## src/rtl/sevseg_mux2.sv

```systemverilog
// Two-digit common-anode 7-segment multiplexer for the stopwatch BCD outputs.
// Inputs are snapshotted once per frame. Optional paused-display blink is enabled by SEVSEG_BLINK_EN.
module sevseg_mux2 #(
  parameter int unsigned REFRESH_DIV  = 50000,
  parameter int unsigned LZ_BLANK     = 1,
  parameter int unsigned BLINK_FRAMES = 32
) (
  input  logic       clk,
  input  logic       reset,
  input  logic [3:0] sec_ones,
  input  logic [3:0] sec_tens,
  input  logic       running,
  output logic [6:0] seg_n,
  output logic [1:0] an_n,
  output logic       frame_tick
);

  localparam int unsigned CW       = $clog2(REFRESH_DIV);
  localparam logic [CW-1:0] REF_LAST = CW'(REFRESH_DIV - 1);
  localparam logic [6:0] SEG_OFF   = 7'h7F;
  localparam logic [6:0] SEG_DASH  = 7'h3F;

  typedef enum logic {
    DIG0 = 1'b0,
    DIG1 = 1'b1
  } digit_t;

  digit_t          state;
  digit_t          state_d;
  logic [CW-1:0]   ref_cnt;
  logic [CW-1:0]   ref_d;
  logic [3:0]      sh_ones;
  logic [3:0]      sh_tens;
  logic            sh_run;
  logic            frame_start_c;
  logic            blink_c;
  logic [3:0]      digit_c;
  logic [6:0]      seg_d;
  logic [1:0]      an_d;

  // Active-low BCD decode, {g,f,e,d,c,b,a}; invalid codes show a dash.
  function automatic logic [6:0] decode(input logic [3:0] d);
    case (d)
      4'd0:    decode = 7'h40;
      4'd1:    decode = 7'h79;
      4'd2:    decode = 7'h24;
      4'd3:    decode = 7'h30;
      4'd4:    decode = 7'h19;
      4'd5:    decode = 7'h12;
      4'd6:    decode = 7'h02;
      4'd7:    decode = 7'h78;
      4'd8:    decode = 7'h00;
      4'd9:    decode = 7'h10;
      default: decode = SEG_DASH;
    endcase
  endfunction

  // State, refresh counter, shadow snapshot and output registers.
  always_ff @(posedge clk) begin
    if (reset) begin
      state      <= DIG0;
      ref_cnt    <= '0;
      sh_ones    <= 4'd0;
      sh_tens    <= 4'd0;
      sh_run     <= 1'b0;
      seg_n      <= SEG_OFF;
      an_n       <= 2'b11;
      frame_tick <= 1'b0;
    end else begin
      state      <= state_d;
      ref_cnt    <= ref_d;
      seg_n      <= seg_d;
      an_n       <= an_d;
      frame_tick <= frame_start_c;
      if (frame_start_c) begin
        sh_ones <= sec_ones;
        sh_tens <= sec_tens;
        sh_run  <= running;
      end
    end
  end

  // Next state and next pin values; ref_cnt==0 is the anti-ghosting dead slot.
  always_comb begin
    state_d       = state;
    ref_d         = ref_cnt + 1'b1;
    frame_start_c = 1'b0;
    seg_d         = SEG_OFF;
    an_d          = 2'b11;
    digit_c       = (state == DIG0) ? sh_ones : sh_tens;

    if (ref_cnt == REF_LAST) begin
      ref_d         = '0;
      state_d       = (state == DIG0) ? DIG1 : DIG0;
      frame_start_c = (state == DIG1);
    end

    if ((ref_cnt != '0) && !blink_c &&
        !((state == DIG1) && (LZ_BLANK != 0) && (sh_tens == 4'd0))) begin
      an_d  = (state == DIG0) ? 2'b10 : 2'b01;
      seg_d = decode(digit_c);
    end
  end

`ifdef SEVSEG_BLINK_EN
  localparam int unsigned FW = (BLINK_FRAMES > 1) ? $clog2(BLINK_FRAMES) : 1;
  localparam logic [FW-1:0] FRM_LAST = FW'(BLINK_FRAMES - 1);

  logic [FW-1:0] frm_cnt;
  logic          phase;

  // Frame counter paces the blink half-period.
  always_ff @(posedge clk) begin
    if (reset) begin
      frm_cnt <= '0;
      phase   <= 1'b0;
    end else if (frame_tick) begin
      if (frm_cnt == FRM_LAST) begin
        frm_cnt <= '0;
        phase   <= ~phase;
      end else begin
        frm_cnt <= frm_cnt + 1'b1;
      end
    end
  end

  assign blink_c = !sh_run && ((sh_tens != 4'd0) || (sh_ones != 4'd0)) && phase;
`else
  // Blink disabled: the run flag is only snapshotted.
  assign blink_c = 1'b0 & sh_run & (BLINK_FRAMES != 0);
`endif

endmodule

```

## config.mk

```make
export PLATFORM = sky130hd
export DESIGN_NAME = sevseg_mux2
export DESIGN_NICKNAME = d
export VERILOG_FILES = /design/src/rtl/sevseg_mux2.sv
export SDC_FILE = /design/constraint.sdc
export NUM_CORES = 1
export LEC_CHECK = 0
export CORE_MARGIN = 3
export CORE_UTILIZATION = 58
export CTS_CLUSTER_SIZE = 8
export DETAILED_ROUTE_END_ITERATION = 12
export PLACE_DENSITY = 0.83
export SETUP_SLACK_MARGIN = 0.05
export SYNTH_ARGS = -nofsm -noshare
export SYNTH_HDL_FRONTEND = slang
export SYNTH_SLANG_ARGS = --single-unit
```

## constraint.sdc

```tcl
create_clock -name clk -period 3.85 [get_ports clk]
set_clock_uncertainty 0.2 [all_clocks]
set_input_delay 0.5775 -clock clk [delete_from_list [all_inputs] [get_ports clk]]
set_output_delay 0.5775 -clock clk [all_outputs]
set_load 0.01 [all_outputs]
```

After elaboration in Yosys (flattened, before gate mapping)
Memories as Yosys holds them, arrays and structs flattened. A register that Yosys moved wholly into a read port is not among the register bits. Index checks and enable logic that the tools add are counted.

Bits in registers: 28. Bits in read-only memories: 112. Input bits: 11. Output and inout bits: 10. Logic and storage cells: 21. Memories: 1.

Add/subtract/negate cells: 1. Eq/ne operators: 1. Multiplexer cells: 4. Bitwise operators: 1. Reductions and logical operators: 7.

Memories: (no name shown) (depth 16, bits a word 7, rd ports 1, clocked after memory_dff 1, wr ports 0, line 43) `case (d)`.

Operators with widths (number): adder 16 x 1 -> 16 bit, second input constant (1); equality test 16 bit, second input constant (1); nonzero test 16 bit (1); zero test 4 bit (1); 2-to-1 mux 4 bit (1); OR reduction 2 bit (2); logical AND 1 bit (2); 2-to-1 mux 1 bit (2); 2-to-1 mux 2 bit (1); zero test 1 bit (1); NOT 1 bit (1).

Longest topological paths before layout
Gate-level depths: netlist (run 1).

Word-level depth: 6. Mapped depth: 7. Gate-level depth less buffers: 6.

Worst setup path before layout (run 1)
No wires, ideal clock.

Path type: register to register. Start point: register ref_cnt[5]. End point: register state. Library setup time: 0.071 ns. Arrival: 1.747 ns. Required time: 3.579 ns. Setup slack: 1.832 ns. Cell stages (with the launch flop): 5. Path buffers: 0. Clock period less this slack: 2.018 ns. Path through: dfxtp_1 or4_4 or4_4 or3_1 a21oi_1.

Longest elaborated chain between the ends: 1.

Ends and longest elaborated chain: start: declaration (line 30) `logic [CW-1:0] ref_cnt;`; start signal: assignment (line 71) `ref_cnt <= ref_d;`; equality test 16 bit (line 92) `if (ref_cnt == REF_LAST) begin`; end signal: assignment (line 70) `state <= state_d;`; end: declaration (line 28) `digit_t state;`.

No other way between the ends. A chain may end at the register's enable or synchronous reset.

Worst setup path after layout (run 1)
Start point: register state. End point: register sh_tens[1].

Longest elaborated chain between the ends: 1.

Ends and longest elaborated chain: 2-to-1 mux 1 bit (line 92); end signal: assignment (line 77) `sh_tens <= sec_tens;`; end: declaration (line 33) `logic [3:0] sh_tens;`.

No other way between the ends.

==> results by group, run 1 <==
Global route
  – GRT overflow: 0
  – First-pass GRT wire length: about 5300 um
  – Initial antenna violation count: 0
  – Largest net degree at the start of global routing: 16
  – Total global routing track utilization: approximately a fifth
  – Vias in the first global route: around 1,300

STA
  – Fin. max-slew vios: 0
  – Final hold vios: 0
  – Fin crit period: roughly 2.3 ns
  – Peak Freq: ~0.44 GHz
  – Unrepaired setup endpoints after global routing: false
  – TNS Setup: 0 ns
  – Final setup violation count: 0
  – Fin crit share: between 50 and 60%
  – Rel. slew slack: ~62%
  – Worst slew pin tran: 0.559 ns

Layout
  – Share of cells above drive strength 1: under 10%
  – Post-Route Utilization: between 70% and 80%
  – Nets@finish: between 200 and 250
  – Final Cell Area: 0.00186 mm^2
  – Antenna fix cells: 0
  – Synthesis-to-layout area growth: 15.6%

Pwr
  – Sw Ratio: 22.3%
  – Net switching power figure: around 0.13 mW
  – Clk network pwr share: about 29%
  – Worst VDD drop: just under 0.0003 V
  – Pwr/cell area: about 320 mW/mm^2
  – Gate power share: 8.2%
  – Pleak: 0.679 nW
  – Sequential share of power: 63.1%
  – P_int: between 0.4 and 0.5 mW

Routing
  – Vias per cell: around 5.8
  – DRT Pass-1 Iters: 4
  – Post-Route WL: between 3000 and 4000 um
  – Via count: 1,294
  – # DRC: 0
  – Iteration-0 DRC Markers: 38
  – Antenna violation net count after detailed routing: 0
  – Routed WL per cell: ~13 um

Die
  – IO Pins: 21
  – Core box area: about 0.0025 mm^2
  – Initial Util: a little over three fifths
  – Chip Height: approximately 59 um
  – Die area: around 0.0034 mm^2
  – Row count: 18
  – Die Width: 58.7 um

CTS
  – Cts bufs inserted: 5
  – # resized after CTS: 0
  – Hold buffer count at cts: 0
  – Postcts setup bufs: 0
  – Clock Root Buffer: clkbuf_4
  – Clock network latency to the later pin of the worst-skew pair: between 0.3 and 0.4 ns
  – Clock-pin slew on the worst setup and hold paths: about 0.09 ns
  – TritonCTS Sinks: 35
  – H-tree levels: 2
  – CTS tree: built
  – CTS max path bufs: 2

Run status
  – Outcome: finished, final reports clean

Synth
  – Syn Nets: 194
  – Number of enable flip-flop cells after synthesis: 0
  – Syn_area_per_cell: just over 9 um^2
  – Top FF cell, synth: dfxtp_1
  – Post-Syn Area: between 0.0015 and 0.002 mm^2
  – Asr flop ratio synth: 0%
  – Gate Count Post-Synth: approximately 180
  – Seq/Total Area, Yosys: 43.6%
  – Synth unique cells: 32
  – Synth warn: 0
  – Synthesized flop and latch total: 35

Hold path
  – Hold Crit Class: reg2reg
  – Hold Path Stages: 1

Setup path
  – CP arrival: ~2.3 ns
  – Cell count of the worst reg-to-reg path: 5
  – Crit Path Class: reg2reg
  – Critical path capture point type: flop
  – Critical path startpoint category: flop
  – Worst Path Required: ~3.9 ns
  – Worst Path Max Fanout: 12

Placement
  – Port buffer count: 19
  – Dpl cell area: roughly 0.0018 mm^2
  – HPWL after detailed placement: around 2200 um
  – Final GP Congestion: ~0.88

Job
  – Max-cap viol count: 0
-- layer usage --
| layer | wire length [um] | global-route usage [%] | vias to the layer above |
|---|---|---|---|
| met5 | 0 | 0 | - |
| met4 | 59 | 8.74 | 0 |
| met3 | 173 | 7.24 | 7 |
| met2 | 1350 | 32.9 | 41 |
| met1 | 1440 | 24.0 | 598 |
| li1 | - | - | 648 |
-- Yosys cell counts, types with 2 or more instances --
cell type / instances / share of area [%]
dfxtp_1: 35 / 44
nand2b_1: 2 / 0.78
ha_1: 7 / 5.4
xnor2_1: 9 / 4.9
mux2_2: 2 / 1.4
nor3_1: 5 / 1.6
or4_4: 2 / 1.4
nor4_1: 7 / 2.7
nand2_1: 10 / 2.3
clkbuf_1: 4 / 0.93
mux2i_1: 14 / 8.7
o21ai_0: 9 / 2.8
nand4_1: 8 / 3.1
a21oi_1: 4 / 1.2
inv_1: 7 / 1.6
nor2_1: 26 / 6.1
xor2_1: 5 / 2.7
nand3_1: 6 / 1.9
-- stage by stage --
stage	power [mW]	hold slack (ns)	worst slack, ns	instances
6_report	0.599	0.305	1.58	225
5_1_grt	0.629	0.364	1.46	225
4_1_cts	0.609	0.312	1.58	225
3_5_place_dp	0.436	0.289	1.56	219
3_3_place_gp	0.435	0.272	1.65	219
2_1_floorplan	0.408	0.248	1.83	176
-- critical path: stages, from the launching register on --
cell and delay (ns):
dfxtp_1 0.62, or4b_2 0.64, nor4_2 0.18, buf_4 0.24, mux2i_1 0.21, nor2_1 0.06
-- cell families after synthesis --
kind of cell	count (synthesis)	share of synthesized area (%)
xor gates and xnor gates	14	7.63
and+or+nand+nor	74	23.6
AOI/OAI and AO/OA	16	6.07
buffers and inverters	14	3.58
muxes	16	10.1
adders and majority gates	7	5.45
DFF	35	43.6
-- sequential cells by signal, summed over array words and instances, names as in the netlist --
signal,flops
ref_cnt,16
seg_n,7
sh_ones,4
sh_tens,4
an_n,2
frame_tick,1
state,1
-- power by group through the flow --
stage	Combinational (mW)	Sequential [mW]	Clock, mW
2_1_floorplan	0.0190	0.389	0
3_3_place_gp	0.0487	0.386	0
3_5_place_dp	0.0494	0.387	0
4_1_cts	0.0497	0.378	0.181
5_1_grt	0.0539	0.380	0.195
6_report	0.0493	0.378	0.171
-- path summary, 6_finish.rpt --
kind	start	end	slack, ns
worst min register to register	ref_cnt[0]	ref_cnt[0]	0.30
worst max register to register	state	sh_tens[1]	1.58
worst min-delay path	ref_cnt[0]	ref_cnt[0]	0.30
worst max-delay path	state	sh_tens[1]	1.58
-- final cells by class --
class                   instances  area, um^2
well taps                      30        37.5
clock buffers                   6        41.3
inverters                       7        26.3
flip-flops and latches         35         701
repair buffers                 20         198
fillers                       201         686
multi-input cells             127         856
-- layout by cell type, fill, tap and decap left out, drive strengths merged --
| master | instances |
|---|---|
| xor2 | 5 |
| mux2 | 2 |
| o21ai | 9 |
| a21oi | 4 |
| o21a | 1 |
| a31oi | 1 |
| or2 | 1 |
| buf | 1 |
| or4 | 2 |
| nor2b | 1 |
| and2 | 1 |
| nor2 | 26 |
| clkdlybuf4s50 | 19 |
| dfxtp | 35 |
| ha | 7 |
| clkbuf | 6 |
| or3 | 1 |
| and3 | 1 |
| inv | 7 |
| nand2b | 2 |
| nor4b | 1 |
| nand2 | 10 |
| nand3 | 6 |
| and4 | 1 |
| o21bai | 1 |
| nor4 | 7 |
| or4b | 1 |
| xnor2 | 9 |
| nand4 | 8 |
| mux2i | 14 |
| nor3 | 5 |
No activity file was read; power rests on OpenSTA's default activity.
==> run 2: changes to the inputs <==
Settings changed: CORE_UTILIZATION 58 to 48, PLACE_DENSITY 0.83 to 0.74.
Clock period 3.85 ns to 2 ns, I/O delays scaled along.
==> run 2 against run 1 <==
First-iteration DRC count rose by 34%. Non-clock buffer count rose by 18. Via count rose by 9.0%. Die area rose by 19%. Setup slack got worse by 1.7 ns. Clock power rose to 2.5 times the previous value. Final cell count rose by 15%. The run now ends with negative setup slack left. Highest routed layer unchanged. Global-route usage fell by 1.3 points.
==> results by group, run 2 (synthesized netlist as in run 1, its figures left out) <==
Routing
  – Iteration-0 DRC Markers: 51 (was 38)
  – Routed WL per cell: 14.7 um (was 13.5 um)
  – Via count: 1,410 (was 1,294)
  – Vias per cell: 5.44 (was 5.75)
  – Post-Route WL: 3820 um (was 3030 um)
  – # DRC: 0 (unchanged)
  – Antenna violation net count after detailed routing: 0 (unchanged)
  – DRT Pass-1 Iters: 4 (unchanged)

STA
  – Unrepaired setup endpoints after global routing: true (was false)
  – Fin crit period: 2.09 ns (was 2.27 ns)
  – Fin. max-slew vios: 0 (unchanged)
  – Final hold vios: 0 (unchanged)
  – Worst slew pin tran: 0.558 ns (was 0.559 ns)
  – Peak Freq: 0.479 GHz (was 0.441 GHz)
  – Rel. slew slack: 61.7% (about the same)
  – Hold_ws: 0.341 ns (was 0.305 ns)
  – Final setup violation count: 19 (was 0)
  – Fin crit share: 104% (was 59.0%)
  – TNS Setup: -1.33 ns (was 0 ns)
  – PnR worst setup slack: -0.0881 ns (was 1.58 ns)

Layout
  – Antenna fix cells: 0 (unchanged)
  – Regs by FF count: ref_cnt (16), seg_n (7) (unchanged)
  – Largest register FFs: 16 (unchanged)
  – Commonest non-fill, non-tap cell in the layout: dfxtp_1 (unchanged)
  – Share of cells above drive strength 1: 24.7% (was 7.69%)
  – Synthesis-to-layout area growth: 34.8% (was 15.6%)
  – Largest Register: ref_cnt (unchanged)
  – Nets@finish: 232 (was 214)
  – Most frequent cells in the layout: dfxtp_1 (33), clkdlybuf4s50_1 (19), buf_4 (16), mux2i_1 (14), nor2_1 (12) (was dfxtp_1 (35), nor2_1 (26), clkdlybuf4s50_1 (19), mux2i_1 (14), nand2_1 (10))

Pwr
  – Pleak: 0.793 nW (was 0.679 nW)
  – Pwr/cell area: 593 mW/mm^2 (was 322 mW/mm^2)
  – Worst VDD drop: 0.000338 V (was 0.000293 V)

CTS
  – CTS tree: built (unchanged)
  – Clock-pin slew on the worst setup and hold paths: 0.10 ns (was 0.09 ns)
  – Clock Root Buffer: clkbuf_4 (unchanged)
  – Hold buffer count at cts: 0 (unchanged)
  – CTS max path bufs: 2 (unchanged)
  – Cts bufs inserted: 5 (unchanged)
  – Clock network latency to the later pin of the worst-skew pair: 0.35 ns (was 0.33 ns)
  – TritonCTS Sinks: 35 (unchanged)
  – H-tree levels: 2 (unchanged)

Global route
  – Initial antenna violation count: 0 (unchanged)
  – GRT overflow: 0 (unchanged)
  – First-pass GRT wire length: 5980 um (was 5300 um)
  – Vias in the first global route: 1,332 (was 1,299)
  – Largest net degree at the start of global routing: 16 (unchanged)
  – Total global routing track utilization: 18.9% (was 20.2%)

Placement
  – Final GP Congestion: 0.795 (was 0.876)
  – Setup WS pre-CTS: -0.0377 ns (was 1.56 ns)
  – HPWL after detailed placement: 2560 um (was 2200 um)
  – Port buffer count: 19 (unchanged)

Setup path
  – Worst Path Required: 2.05 ns (was 3.86 ns)
  – Worst Path Max Fanout: 7 (was 12)
  – Critical path capture point type: flop (unchanged)
  – CP arrival: 2.14 ns (was 2.28 ns)
  – Crit Path Class: reg2reg (unchanged)
  – Critical path startpoint category: flop (unchanged)

Die
  – Chip Height: 63.9 um (was 58.7 um)
  – Core box area: 0.00313 mm^2 (was 0.00254 mm^2)
  – Die Width: 63.9 um (was 58.7 um)
  – Initial Util: 51.4% (was 63.2%)
  – Die area: 0.00408 mm^2 (was 0.00344 mm^2)
  – IO Pins: 21 (unchanged)
  – Row count: 20 (was 18)

Job
  – Max-cap viol count: 0 (unchanged)

Hold path
  – Hold Crit Class: reg2reg (unchanged)

Run status
  – Failing checks: negative setup slack
  – Outcome: finished, violations left (was finished, final reports clean)
run 2: changes by cell type in the layout (fill, tap and decap cells not counted), moves of 2 or more:
cell / before / now
clkbuf_8: 0 / 2
buf_4: 1 / 16
dfxtp_1: 35 / 33
nor2_2: 0 / 7
nor2_1: 26 / 12
dfxtp_2: 0 / 2
nor2_4: 0 / 7
run 2: stage by stage:
| step | util, % | total power [mW] | instance area, um^2 | cells |
|---|---|---|---|---|
| after floorplan | - | 0.786 | 1620 | 176 |
| after global placement | 62.8 | 0.849 | 1960 | 248 |
| after detailed placement | 62.8 | 0.853 | 1960 | 248 |
| after CTS | 66.0 | 1.28 | 2060 | 258 |
| after global routing | 69.3 | 1.35 | 2170 | 259 |
| final | 69.3 | 1.29 | 2170 | 259 |
run 2: worst max-delay path: stages (launching register included):
cell	delay, ns
dfxtp_2	0.34
or4_4	0.53
or4_4	0.47
o21bai_4	0.21
clkbuf_16	0.20
nor2_2	0.04
run 2: layer usage:
metal	routed length, um	track usage [%]
met5	0	0
met4	57	10.2
met3	261	6.33
met2	1920	29.8
met1	1580	22.5
run 2: power by group:
group | internal, mW | switching [mW]
sequential | 0.716 | 0.00892
combinational | 0.0701 | 0.0562
clock | 0.207 | 0.228
total | 0.993 | 0.293
run 2: area by class of cell:
type	count	area (um^2)
Sequential cell	35	703
Fill cell	235	961
Multi-Input combinational cell	127	947
Clock buffer	8	68.8
Inverter	7	26.3
Timing Repair Buffer	38	367
Tap cell	44	55.1
run 2: path summary, 6_finish.rpt:
path / from / slack (ns) / endpoint / depth (start not counted)
worst max-delay path: ref_cnt[5] / -0.09 / ref_cnt[4] / 5
worst min-delay path: sh_ones[1] / 0.34 / sh_ones[1] / 2
worst max register to register: ref_cnt[5] / -0.09 / ref_cnt[4] / 5
worst min register to register: sh_ones[1] / 0.34 / sh_ones[1] / 2
run 2: repair_timing:
| action | in CTS | in global routing |
|---|---|---|
| endpoints found under the hold margin | 0 | 0 |
| setup endpoints to repair | 33 | 34 |
| gates resized for setup | 6 | 22 |
| gates cloned | 1 | 1 |
| pin swaps | 1 | 6 |
| buffers inserted | 1 | 0 |
